$ cat src/rtl/bcd_to_bin_if.sv
// Handshake bundle for the BCD-to-binary converter.
//   in_bcd/in_valid/in_ready : producer side, packed BCD operand (digit 0 in [3:0])
//   out_bin/out_err/out_valid/out_ready : consumer side, binary result plus bad-digit flag
// master = producer/consumer environment, slave = converter.
interface bcd_to_bin_if #(
  parameter int unsigned DIGITS = 2,
  parameter int unsigned BIN_W  = 7
);
  logic [4*DIGITS-1:0] in_bcd;
  logic                in_valid;
  logic                in_ready;
  logic [BIN_W-1:0]    out_bin;
  logic                out_err;
  logic                out_valid;
  logic                out_ready;

  modport master (
    output in_bcd, in_valid, out_ready,
    input  in_ready, out_bin, out_err, out_valid
  );

  modport slave (
    input  in_bcd, in_valid, out_ready,
    output in_ready, out_bin, out_err, out_valid
  );
endinterface

$ cat src/rtl/bcd_to_bin.sv
// Sequential packed-BCD to unsigned binary converter (reverse double dabble:
// shift right one bit per cycle, then subtract 3 from every BCD digit >= 8).
// Ports:
//   clk    : rising-edge clock
//   resetn : asynchronous active-low reset
//   bus    : bcd_to_bin_if slave modport (in_bcd/in_valid/in_ready,
//            out_bin/out_err/out_valid/out_ready)
// One conversion in flight; in_ready only in IDLE, out_valid only in DONE.
// A bad digit (> 9) skips the shifting and reports out_err with out_bin = 0.
module bcd_to_bin #(
  parameter int unsigned DIGITS = 2,
  parameter int unsigned BIN_W  = 7
) (
  input  logic        clk,
  input  logic        resetn,
  bcd_to_bin_if.slave bus
);

  localparam int unsigned BCD_W = 4 * DIGITS;
  localparam int unsigned CNT_W = $clog2(BIN_W + 1);

  localparam logic [1:0] IDLE = 2'd0;
  localparam logic [1:0] BUSY = 2'd1;
  localparam logic [1:0] DONE = 2'd2;

  logic [1:0]       state,    stateNxt;
  logic [BCD_W-1:0] bcdReg,   bcdRegNxt;
  logic [BIN_W-1:0] binReg,   binRegNxt;
  logic [CNT_W-1:0] cnt,      cntNxt;
  logic [BIN_W-1:0] outBin,   outBinNxt;
  logic             outErr,   outErrNxt;
  logic             outValid, outValidNxt;
  logic             inReady,  inReadyNxt;

  logic             digitBad;
  logic [BCD_W-1:0] bcdShift;
  logic [BCD_W-1:0] bcdAdj;
  logic [BIN_W-1:0] binShift;
  logic [3:0]       dig;
  logic             lastStep;

  // State and datapath registers
  always_ff @(posedge clk or negedge resetn) begin
    if (!resetn) begin
      state    <= IDLE;
      bcdReg   <= '0;
      binReg   <= '0;
      cnt      <= '0;
      outBin   <= '0;
      outErr   <= 1'b0;
      outValid <= 1'b0;
      inReady  <= 1'b1;
    end else begin
      state    <= stateNxt;
      bcdReg   <= bcdRegNxt;
      binReg   <= binRegNxt;
      cnt      <= cntNxt;
      outBin   <= outBinNxt;
      outErr   <= outErrNxt;
      outValid <= outValidNxt;
      inReady  <= inReadyNxt;
    end
  end

  // One dabble step: shift the {bcd,bin} pair right, then correct each digit
  always_comb begin
    digitBad = 1'b0;
    bcdAdj   = '0;
    dig      = '0;
    for (int unsigned i = 0; i < DIGITS; i++) begin
      if (bus.in_bcd[4*i +: 4] > 4'd9) digitBad = 1'b1;
    end
    bcdShift = bcdReg >> 1;
    binShift = {bcdReg[0], binReg[BIN_W-1:1]};
    for (int unsigned i = 0; i < DIGITS; i++) begin
      dig = bcdShift[4*i +: 4];
      bcdAdj[4*i +: 4] = (dig >= 4'd8) ? (dig - 4'd3) : dig;
    end
    lastStep = (cnt == CNT_W'(BIN_W - 1));
  end

  // Next-state and output decode
  always_comb begin
    stateNxt    = state;
    bcdRegNxt   = bcdReg;
    binRegNxt   = binReg;
    cntNxt      = cnt;
    outBinNxt   = outBin;
    outErrNxt   = outErr;
    outValidNxt = outValid;
    inReadyNxt  = inReady;
    case (state)
      IDLE: begin
        if (bus.in_valid) begin
          inReadyNxt = 1'b0;
          if (digitBad) begin
            outBinNxt   = '0;
            outErrNxt   = 1'b1;
            outValidNxt = 1'b1;
            stateNxt    = DONE;
          end else begin
            bcdRegNxt = bus.in_bcd;
            binRegNxt = '0;
            cntNxt    = '0;
            stateNxt  = BUSY;
          end
        end
      end
      BUSY: begin
        bcdRegNxt = bcdAdj;
        binRegNxt = binShift;
        cntNxt    = cnt + CNT_W'(1);
        if (lastStep) begin
          outBinNxt   = binShift;
          outErrNxt   = 1'b0;
          outValidNxt = 1'b1;
          stateNxt    = DONE;
        end
      end
      DONE: begin
        if (bus.out_ready) begin
          outValidNxt = 1'b0;
          inReadyNxt  = 1'b1;
          stateNxt    = IDLE;
        end
      end
      default: begin
        outValidNxt = 1'b0;
        inReadyNxt  = 1'b1;
        stateNxt    = IDLE;
      end
    endcase
  end

  // Every BCD weight must have drained into the binary side by the last step
  always_ff @(posedge clk) begin
    if (resetn && state == BUSY && lastStep) begin
      assert (bcdAdj == '0);
    end
  end

  assign bus.in_ready  = inReady;
  assign bus.out_bin   = outBin;
  assign bus.out_err   = outErr;
  assign bus.out_valid = outValid;

endmodule

$ cat src/flat_wrapper.sv
// flat-port wrapper written by rule: the top's interface ports become plain ports
module bcd_to_bin_flat 
#(
  parameter int unsigned DIGITS = 2,
  parameter int unsigned BIN_W  = 7
)
  (clk, resetn, bus_in_bcd, bus_in_valid, bus_out_ready, bus_in_ready, bus_out_bin, bus_out_err, bus_out_valid);
  bcd_to_bin_if #(.DIGITS(DIGITS), .BIN_W(BIN_W)) bus_i ();
  input  logic clk;
  input  logic resetn;
  input wire logic [$bits(bus_i.in_bcd)-1:0] bus_in_bcd;
  input wire logic [$bits(bus_i.in_valid)-1:0] bus_in_valid;
  input wire logic [$bits(bus_i.out_ready)-1:0] bus_out_ready;
  output wire logic [$bits(bus_i.in_ready)-1:0] bus_in_ready;
  output wire logic [$bits(bus_i.out_bin)-1:0] bus_out_bin;
  output wire logic [$bits(bus_i.out_err)-1:0] bus_out_err;
  output wire logic [$bits(bus_i.out_valid)-1:0] bus_out_valid;
  assign bus_i.in_bcd = bus_in_bcd;
  assign bus_i.in_valid = bus_in_valid;
  assign bus_i.out_ready = bus_out_ready;
  assign bus_in_ready = bus_i.in_ready;
  assign bus_out_bin = bus_i.out_bin;
  assign bus_out_err = bus_i.out_err;
  assign bus_out_valid = bus_i.out_valid;
  bcd_to_bin #(.DIGITS(DIGITS), .BIN_W(BIN_W)) u_core (.clk(clk), .resetn(resetn), .bus(bus_i));
endmodule
$ cat config.mk
export PLATFORM = sky130hd
export DESIGN_NAME = bcd_to_bin_flat
export DESIGN_NICKNAME = d
export VERILOG_FILES = /design/src/rtl/bcd_to_bin_if.sv /design/src/rtl/bcd_to_bin.sv /design/src/flat_wrapper.sv
export SDC_FILE = /design/constraint.sdc
export NUM_CORES = 1
export LEC_CHECK = 0
export BUFFER_PORTS_ARGS = -buffer_cell sky130_fd_sc_hd__buf_2
export CAP_MARGIN = 25
export CORE_UTILIZATION = 40
export DETAILED_ROUTE_END_ITERATION = 8
export HOLD_SLACK_MARGIN = 0.1
export SLEW_MARGIN = 20
export SYNTH_ARGS = -nofsm -noshare
export SYNTH_HDL_FRONTEND = slang
export SYNTH_SLANG_ARGS = --single-unit
$ cat constraint.sdc
create_clock -name clk -period 2.2 [get_ports clk]
set_input_delay 0.44 -clock clk [delete_from_list [all_inputs] [get_ports clk]]
set_output_delay 0.44 -clock clk [all_outputs]
set_load 0.1 [all_outputs]
==> impl_metrics.py, run 1 <==
metrics = {
    "place": {
        "dp.final_hpwl_mm": 2.23,
        "routabilityCongestion": 0.757,
        "place_ws_ns": 0.280,
        "portBuffers": 21,
        "post_dp_cell_area_um2": 1650,
    },
    "synth": {
        "yosysSeqAreaShare_pct": 48.5,
        "yosys_warnings": 0,
        "yosysTopAreaCell": "dfrtp_1",
        "yosys-top-cells-area": "dfrtp_1, a21o_1, o2bb2ai_1, a22o_1, ha_1",
        "synth_edf_count": 0,
        "syn_inst": 140,
        "synthMuxAreaShare_pct": 0.667,
        "yosys.area_share.simple_pct": 16.1,
        "netlist_area_um2": 1500,
        "avgSynthCellArea_um2": 10.7,
        "synth_seq_cells": 29,
        "synth_top_area_share_pct": 46.7,
        "yosys.area_share.adder_pct": 3.34,
        "ys_types": 43,
        "synth-async-reset-ratio_pct": 100,
        "synth_top_family_by_area": "compound AO/OA/AOI/OAI gates",
        "synthXorXnorAreaFrac_pct": 1.17,
        "synth_ff_type": "dfrtp_1",
        "synth-compound-area-share_pct": 26.9,
        "synth_nets": 156,
    },
    "layout": {
        "diodes": 0,
        "n_fill_cell": 353,
        "syn2layout_area_growth_pct": 16.1,
        "layout-drive-gt1-share_pct": 24.5,
        "nNetsFinal": 179,
        "seq_area_um2": 727,
        "final_util_pct": 50.2,
        "design_area_um2": 1740,
        "multi_input_area_um2": 728,
    },
    "timing": {
        "slew_headroom_pct": 55.5,
        "finalClockSkew_ns": 0.00400,
        "max_clock_freq_ghz": 0.535,
        "setup_ws_ns": 0.332,
        "hold_violations": 0,
        "finalCritPeriodShare_pct": 84.9,
        "slew_viol_final": 0,
        "rsz0062_at_grt": "false",
        "tightest_slew_ns": 0.667,
        "setup_viol": 0,
        "final_period_minus_worst_setup_slack_ns": 1.87,
        "setup-tns-final_ns": 0,
    },
    "power_and_ir_drop": {
        "ir_drop_uv": 817,
        "power_density_nw_per_um2": 1600,
        "p_leak_nw": 0.832,
    },
    "critical_path": {
        "critPathArrivalTime_ns": 2.02,
        "start_kind": "register",
        "critPathMaxFanout": 22,
        "critPathRequiredTime_ns": 2.35,
        "critPathCaptureType": "register",
        "crit_type": "reg -> reg",
    },
    "global_routing": {
        "grt_start_max_net_pins": 30,
        "grt_usage_pct": 18.0,
        "gr-total-overflow": 0,
        "antenna_found_initial": 0,
        "grt_pass1_wl_mm": 5.57,
        "grt_pass1_vias": 1164,
    },
    "clocking": {
        "clk_latency_ns": 0.27,
        "cts_tree": "built",
        "clock-sinks": 29,
        "clk_pin_slew_ns": 0.06,
        "post_cts_buffers": 0,
        "cts_buffers": 5,
        "cts.path.max_buffers": 2,
        "htree_levels": 2,
        "cts_root_buf": "clkbuf_8",
        "cts_hold_buf": 0,
        "ctsResizeCount": 0,
    },
    "floorplan": {
        "die_w_um": 63.2,
        "coreArea_um2": 3470,
        "dieArea_um2": 4000,
        "row_count": 21,
        "start_util_pct": 43.3,
        "top_level_ports": 22,
        "die_h_um": 63.2,
    },
    "route": {
        "drt_iter0_drc": 46,
        "antenna_left": 0,
        "wl_per_cell_um": 15.4,
        "dr.pass1.iters": 4,
        "wirelength_mm": 3.23,
        "vias": 1200,
        "vias_per_cell": 5.74,
        "drc": 0,
    },
    "status": {
        "status": "complete, no violations",
    },
    "job": {
        "maxCapViolations": 0,
    },
    "min_path": {
        "min-delay-path-class": "in -> async",
    },
}
-- kinds of logic after synthesis --
family                   Yosys count
buffers and inverters             12
AO/OA/AOI/OAI                     52
AND/OR/NAND/NOR                   40
XOR/XNOR                           2
multiplexers                       1
flip-flops                        29
adder cells (fa/ha/maj)            4
-- cell type report --
class                   count  share of cell area [%]
multi-input cells          99                    41.8
flip-flops and latches     29                    41.7
repair buffers             24                    7.33
clock buffers               7                    4.96
well taps                  46                    3.30
inverters                   4                   0.862
-- synth_stat cells, drive strengths merged (2+ instances only) --
library cell  count
a21o              9
a21oi             7
a221o             2
a22o              6
a31o              2
and3              2
buf               5
clkbuf            3
dfrtp            28
ha                4
inv               4
nand2            11
nand2b            3
nand3b            2
nand4bb           2
nor2              6
nor2b             2
nor3              2
o21a              3
o21ai             4
o2bb2ai           7
o32ai             4
or4b              3
xnor2             2
-- cell usage in the layout, fill, tap and decap left out, types with 4 or more instances in the layout --
cell type / n
dfrtp_1: 28
ha_1: 4
o32ai_1: 4
nand2_1: 11
clkbuf_8: 6
a22o_1: 6
o2bb2ai_1: 7
nor2_1: 6
inv_1: 4
a21o_1: 9
a21oi_1: 7
buf_2: 21
-- per-stage QoR --
stage               hold WS, ns  instances  total power, mW
finish                    0.195        209             2.79
global route              0.252        209             2.99
CTS                       0.219        209             2.81
detailed placement        0.498        202             2.37
global placement          0.468        202             2.33
floorplan                 0.144        140             2.10
-- power by group --
part           internal (mW)  switching (mW)  leakage (nW)
sequential             0.764           0.280         0.366
clock                  0.247           0.175        0.0443
combinational          0.472           0.852         0.421
-- worst max-delay path: stages (launching register included) --
cell,delay (ns)
dfrtp_1,0.61
or4b_2,0.76
o32ai_1,0.30
a21oi_1,0.07
-- flip-flops by register name (all words and copies together) (netlist names) --
register,flops
u_core.bus.out_bin,7
u_core.state,2
u_core.bcdReg,8
u_core.bus.out_err,1
u_core.bus.in_ready,1
u_core.binReg,6
u_core.bus.out_valid,1
u_core.cnt,3
-- worst paths after layout --
kind                       slack (ns)               start                   to  cells past startpoint
setup / recovery                 0.33     u_core.state[1]     u_core.bcdReg[4]                      3
hold / removal                   0.20              resetn     u_core.bcdReg[2]                      1
setup reg to reg                 0.33     u_core.state[1]     u_core.bcdReg[4]                      3
hold reg to reg                  0.51  u_core.bus.out_err   u_core.bus.out_err                      1
max in group asynchronous        1.56              resetn      u_core.state[1]                      1
min in group clk                 0.41       bus_out_ready  u_core.bus.in_ready                      3
-- layer usage --
metal,GRT usage [%],vias to the layer above,share of wire (%)
met4,7.39,0,2.1
li1,-,578,-
met2,27.0,22,45
met3,3.44,9,3.3
met1,25.4,591,50
met5,0,-,0
Power figures use the tool's default switching activity.
==> run 2: changes to the inputs <==
- ABC_AREA: unset -> 1
- clock period: 2.2 -> 1.9 ns (I/O delays scaled with it)
==> run 2 against run 1 <==
  * Core utilization is 2.0 points lower
  * Sequential share of layout area shrank 0.85 points
  * Non-clock buffer count fell by 3
  * Clock power increased by 30%
  * Design area up 2.1%
  * Die area is 2.9% higher
  * Total power rose by 22%
  * Sequential cell count did not move
  * Global-route usage shrank 0.65 points
  * Worst setup slack worse by 0.024 ns
  * Critical endpoint is now bus_in_ready
  * Largest cell class is now flip-flops and latches
==> impl_metrics.py, run 2 <==
metrics = {
    "clocking": {
        "cts.path.max_buffers": 2,
        "clock-sinks": 29,
        "cts_root_buf": "clkbuf_8",
        "clk_latency_ns": 0.28,
        "htree_levels": 2,
        "cts_hold_buf": 0,
        "ctsResizeCount": 0,
        "cts_buffers": 5,
        "clk_pin_slew_ns": 0.07,
        "post_cts_buffers": 0,
        "cts_tree": "built",
    },
    "min_path": {
        "min-delay-path-class": "in -> async",
    },
    "timing": {
        "setup-tns-final_ns": 0,
        "rsz0062_at_grt": "false",
        "slew_headroom_pct": 56.4,
        "slew_viol_final": 0,
        "hold_violations": 0,
        "tightest_slew_ns": 0.654,
        "finalClockSkew_ns": 0.00902,
        "final_period_minus_worst_setup_slack_ns": 1.59,
        "setup_viol": 0,
        "finalCritPeriodShare_pct": 83.8,
        "max_clock_freq_ghz": 0.628,
    },
    "route": {
        "wirelength_mm": 2.98,
        "drt_iter0_drc": 47,
        "dr.pass1.iters": 4,
        "vias": 1216,
        "vias_per_cell": 4.55,
        "wl_per_cell_um": 11.1,
        "drc": 0,
        "antenna_left": 0,
    },
    "critical_path": {
        "worstReg2RegStart": "u_core.cnt[0]",
        "crit_chain": "buf_2",
        "critPathRequiredTime_ns": 1.52,
        "rr_endpoint": "u_core.bus.out_err",
        "start_kind": "register",
        "crit_type": "reg -> out",
        "critPathCaptureType": "output port",
        "critPathArrivalTime_ns": 1.21,
        "crit_slowest_cell": "dfstp_2",
        "cp.buffers_inverters": 1,
        "critPathMaxFanout": 2,
        "reg2reg_depth": 9,
        "cpLargestDelayFamily": "flip-flops",
        "rrSetupSlack_ns": 0.57,
        "max_stage_delay_ns": 0.52,
    },
    "floorplan": {
        "coreArea_um2": 3690,
        "dieArea_um2": 4120,
        "top_level_ports": 22,
        "start_util_pct": 41.9,
        "die_w_um": 64.2,
        "die_h_um": 64.2,
        "row_count": 22,
    },
    "layout": {
        "n_fill_cell": 405,
        "diodes": 0,
        "layout-drive-gt1-share_pct": 20.5,
        "mostFrequentLayoutCells": "nand2_1, dfrtp_1, inv_1",
        "fin_cells": 267,
        "largest_register": "u_core.bcdReg",
        "nNetsFinal": 234,
        "layout_commonest_cell": "nand2_1",
        "largest_reg_flops": 8,
        "design_area_um2": 1780,
        "syn2layout_area_growth_pct": 15.1,
    },
    "synth": {
        "synth_top_area_share_pct": 45.3,
        "yosysTopAreaCell": "dfrtp_1",
        "syn_inst": 193,
        "ys_types": 24,
        "yosysSeqAreaShare_pct": 47.0,
        "yosys-top-cells-count": "nand2_1, dfrtp_1, inv_1, nand3_1, nor2_1",
        "avgSynthCellArea_um2": 8.01,
        "synth_nets": 209,
        "yosys.cell_count.top_type": "nand2_1",
        "synth-async-reset-ratio_pct": 100,
        "netlist_area_um2": 1550,
        "yosys_warnings": 0,
        "synth_edf_count": 0,
        "synth_seq_cells": 29,
        "synth_ff_type": "dfrtp_1",
        "yosys-top-cells-area": "dfrtp_1, nand2_1, nand3_1, inv_1, ha_1",
    },
    "global_routing": {
        "antenna_found_initial": 0,
        "grt_start_max_net_pins": 30,
        "grt_usage_pct": 17.4,
        "grt_pass1_vias": 1181,
        "grt_pass1_wl_mm": 5.40,
        "gr-total-overflow": 0,
    },
    "place": {
        "post_dp_cell_area_um2": 1680,
        "portBuffers": 21,
        "placed_cells": 259,
        "dp.final_hpwl_mm": 2.13,
        "routabilityCongestion": 0.758,
    },
    "status": {
        "status": "complete, no violations",
    },
    "job": {
        "maxCapViolations": 0,
    },
    "power_and_ir_drop": {
        "p_leak_nw": 1.02,
        "power_density_nw_per_um2": 1910,
        "ir_drop_uv": 829,
    },
}
==> run 2: through the flow <==
step | setup WS (ns) | utilization (%) | total power [mW] | hold WS, ns
2_1_floorplan | 0.622 | - | 2.60 | 0.0844
3_3_place_gp | 0.497 | 45.5 | 2.86 | 0.451
3_5_place_dp | 0.494 | 45.5 | 2.89 | 0.454
4_1_cts | 0.300 | 48.2 | 3.45 | 0.158
5_1_grt | 0.273 | 48.2 | 3.68 | 0.191
6_report | 0.308 | 48.2 | 3.40 | 0.131
==> run 2: worst max-delay path by stage <==
stage,startpoint,end,slack (ns),cells after the start
after detailed placement,bus_in_bcd[6],u_core.bcdReg[0],0.49,7
after CTS,u_core.bus.in_ready,bus_in_ready,0.30,1
final,u_core.bus.in_ready,bus_in_ready,0.31,1
after floorplan,u_core.bus.out_bin[0],bus_out_bin[0],0.62,0
after global placement,bus_in_bcd[6],u_core.bcdReg[0],0.50,7
after global routing,u_core.bus.in_ready,bus_in_ready,0.27,1
==> run 2: layout make-up <==
type,instances,area (µm²),share of cell area (%)
Multi-Input combinational cell,136,688,38.7
Timing Repair Buffer,21,105,5.91
Sequential cell,29,727,40.9
Clock inverter,1,5.00,0.281
Inverter,25,96.3,5.42
Clock buffer,7,96.3,5.42
Tap cell,48,60.1,3.38
==> run 2: logic make-up (layout without fill, tap and decap cells) <==
kind of cell	count (synthesis)	after routing	synth area share, %
AO/OA/AOI/OAI	6	6	2.67
flip-flops	29	29	47.0
XOR/XNOR	1	1	0.567
buffers and inverters	28	54	8.42
AND/OR/NAND/NOR	125	125	38.1
adder cells (fa/ha/maj)	4	4	3.24
==> run 2: per-layer routing <==
| metal | vias to the layer above | global-route usage [%] | part of all wire (%) |
|---|---|---|---|
| met5 | - | 0 | 0 |
| met1 | 556 | 24.1 | 49 |
| met3 | 4 | 4.46 | 3.3 |
| met2 | 16 | 26.3 | 46 |
| li1 | 640 | - | - |
| met4 | 0 | 5.83 | 1.1 |
==> run 2: power breakdown <==
group	switching, mW	internal [mW]	total, mW
Combinational	1.36	0.426	1.79
Clock	0.223	0.327	0.550
Sequential	0.186	0.872	1.06
==> run 3: changes to the inputs <==
- clock period: 1.9 -> 1.4 ns (I/O delays scaled with it)
==> run 3 against run 2 <==
  * Register-to-register slack worse by 0.48 ns
  * Combinational power up 53%
  * Critical path depth unchanged
  * Via count up 3.9%
  * Sequential power up 39%
  * Routed wire length up 6.8%
  * Non-clock buffer count up 7
  * First-iteration DRC count up 72%
  * Final cell count up 2.6%
  * Total power up 47%
  * Clock power up 39%
  * Core utilization up 3.4 points
  * Critical endpoint is now bus_out_bin[6]
  * Largest power group unchanged
==> impl_metrics.py, run 3 (synthesis results as in run 2) <==
metrics = {
    "status": {
        "status": "complete, no violations",
    },
    "critical_path": {
        "rrSetupSlack_ns": 0.09,
        "setup.worst_path.start": "u_core.bus.out_bin[6]",
        "cp.buffers_inverters": 1,
        "cpLargestDelayFamily": "buffers and inverters",
        "critPathArrivalTime_ns": 1.08,
        "worstReg2RegStart": "u_core.cnt[0]",
        "critPathCaptureType": "output port",
        "crit_type": "reg -> out",
        "critPathMaxFanout": 2,
        "critPathRequiredTime_ns": 1.12,
        "max_stage_delay_ns": 0.43,
        "crit_chain": "buf_2",
        "start_kind": "register",
        "crit_slowest_cell": "buf_2",
        "reg2reg_depth": 9,
        "rr_endpoint": "u_core.bus.out_err",
    },
    "timing": {
        "slew_viol_final": 0,
        "finalClockSkew_ns": 0.00282,
        "slew_headroom_pct": 67.8,
        "setup_viol": 0,
        "finalCritPeriodShare_pct": 97.4,
        "setup_ws_ns": 0.0368,
        "whs_ns": 0.296,
        "hold_violations": 0,
        "final_period_minus_worst_setup_slack_ns": 1.36,
        "max_clock_freq_ghz": 0.734,
        "setup-tns-final_ns": 0,
        "rsz0062_at_grt": "false",
        "tightest_slew_ns": 0.487,
    },
    "job": {
        "maxCapViolations": 0,
    },
    "floorplan": {
        "die_h_um": 64.2,
        "dieArea_um2": 4120,
        "top_level_ports": 22,
        "row_count": 22,
        "coreArea_um2": 3690,
        "start_util_pct": 41.9,
        "die_w_um": 64.2,
    },
    "route": {
        "drt_iter0_drc": 81,
        "antenna_left": 0,
        "vias": 1264,
        "dr.pass1.iters": 4,
        "wl_per_cell_um": 11.6,
        "vias_per_cell": 4.61,
        "drc": 0,
        "wirelength_mm": 3.18,
    },
    "global_routing": {
        "grt_pass1_vias": 1267,
        "grt_start_max_net_pins": 30,
        "grt_pass1_wl_mm": 5.82,
        "gr-total-overflow": 0,
        "antenna_found_initial": 0,
        "grt_usage_pct": 19.0,
    },
    "clocking": {
        "cts_tree": "built",
        "clk_pin_slew_ns": 0.06,
        "htree_levels": 2,
        "cts_buffers": 5,
        "cts.path.max_buffers": 2,
        "cts_root_buf": "clkbuf_8",
        "clock-sinks": 29,
        "clk_latency_ns": 0.28,
    },
    "layout": {
        "layout-drive-gt1-share_pct": 26.1,
        "largest_register": "u_core.bcdReg",
        "largest_reg_flops": 8,
        "nNetsFinal": 241,
        "layout_commonest_cell": "nand2_1",
        "n_fill_cell": 373,
        "mostFrequentLayoutCells": "nand2_1, dfrtp_1, inv_1, buf_2, nand3_1",
        "multi_input_area_um2": 727,
        "syn2layout_area_growth_pct": 23.1,
        "diodes": 0,
        "seq_area_um2": 729,
        "fin_cells": 274,
    },
    "min_path": {
        "holdPathEnd": "u_core.state[1]",
        "min-delay-path-class": "in -> reg",
        "min_path_cells": 4,
        "holdCritStartpoint": "bus_out_ready",
    },
    "power_and_ir_drop": {
        "ir_drop_uv": 931,
        "power_density_nw_per_um2": 2620,
        "p_leak_nw": 1.06,
    },
    "place": {
        "placed_cells": 261,
        "place_ws_ns": 0.0391,
        "routabilityCongestion": 0.766,
        "portBuffers": 21,
        "dp.final_hpwl_mm": 2.17,
    },
}
[run 3: cell types whose count changed in the layout (fill, tap and decap cells not counted), moves of 2 or more]
cell / delta
dfrtp_1: -2
inv_2: +2
inv_1: -2
buf_12: +2
dfrtp_2: +2
buf_4: +5
[run 3: timing repair]
item | 4_1_cts | 5_1_grt
hold buffers | 1 | 0
hold endpoints to repair | 28 | 0
endpoints found under the setup margin | 0 | 13
buffers inserted | 0 | 4
gates resized for setup | 0 | 11
[run 3: metal layers]
layer	global-route usage, %	wire length, µm
met1	24.8	1560
met2	28.7	1380
met3	5.89	170
met4	8.33	61
met5	0	0
[run 3: power by group]
part           switching (mW)  internal [mW]
Sequential              0.283           1.19
Clock                   0.320          0.443
Combinational            1.95          0.793
Total                    2.55           2.43
[run 3: worst max path at each step]
| stage | end | slack (ns) | depth (start not counted) |
|---|---|---|---|
| floorplan | u_core.bus.out_bin[0] | 0.19 | 9 |
| global placement | u_core.bus.out_bin[2] | 0.07 | 9 |
| detailed placement | u_core.bus.out_bin[5] | 0.04 | 9 |
| CTS | u_core.bus.out_bin[5] | 0.03 | 9 |
| global route | u_core.bcdReg[1] | 0.005 | 8 |
| finish | bus_out_bin[6] | 0.04 | 1 |
[run 3: layout make-up]
cell class,instances,area share (%)
Clock buffer,7,5.07
Clock inverter,1,0.263
Inverter,25,5.07
Multi-Input combinational cell,136,38.2
Sequential cell,29,38.4
Tap cell,48,3.16
Timing Repair Buffer,28,9.87
[run 3: per-stage QoR]
step	area [µm²]	total power [mW]	util (%)
2_1_floorplan	1550	3.53	-
3_3_place_gp	1710	3.97	46.3
3_5_place_dp	1710	4.00	46.3
4_1_cts	1820	4.78	49.3
5_1_grt	1900	5.39	51.6
6_report	1900	4.98	51.6
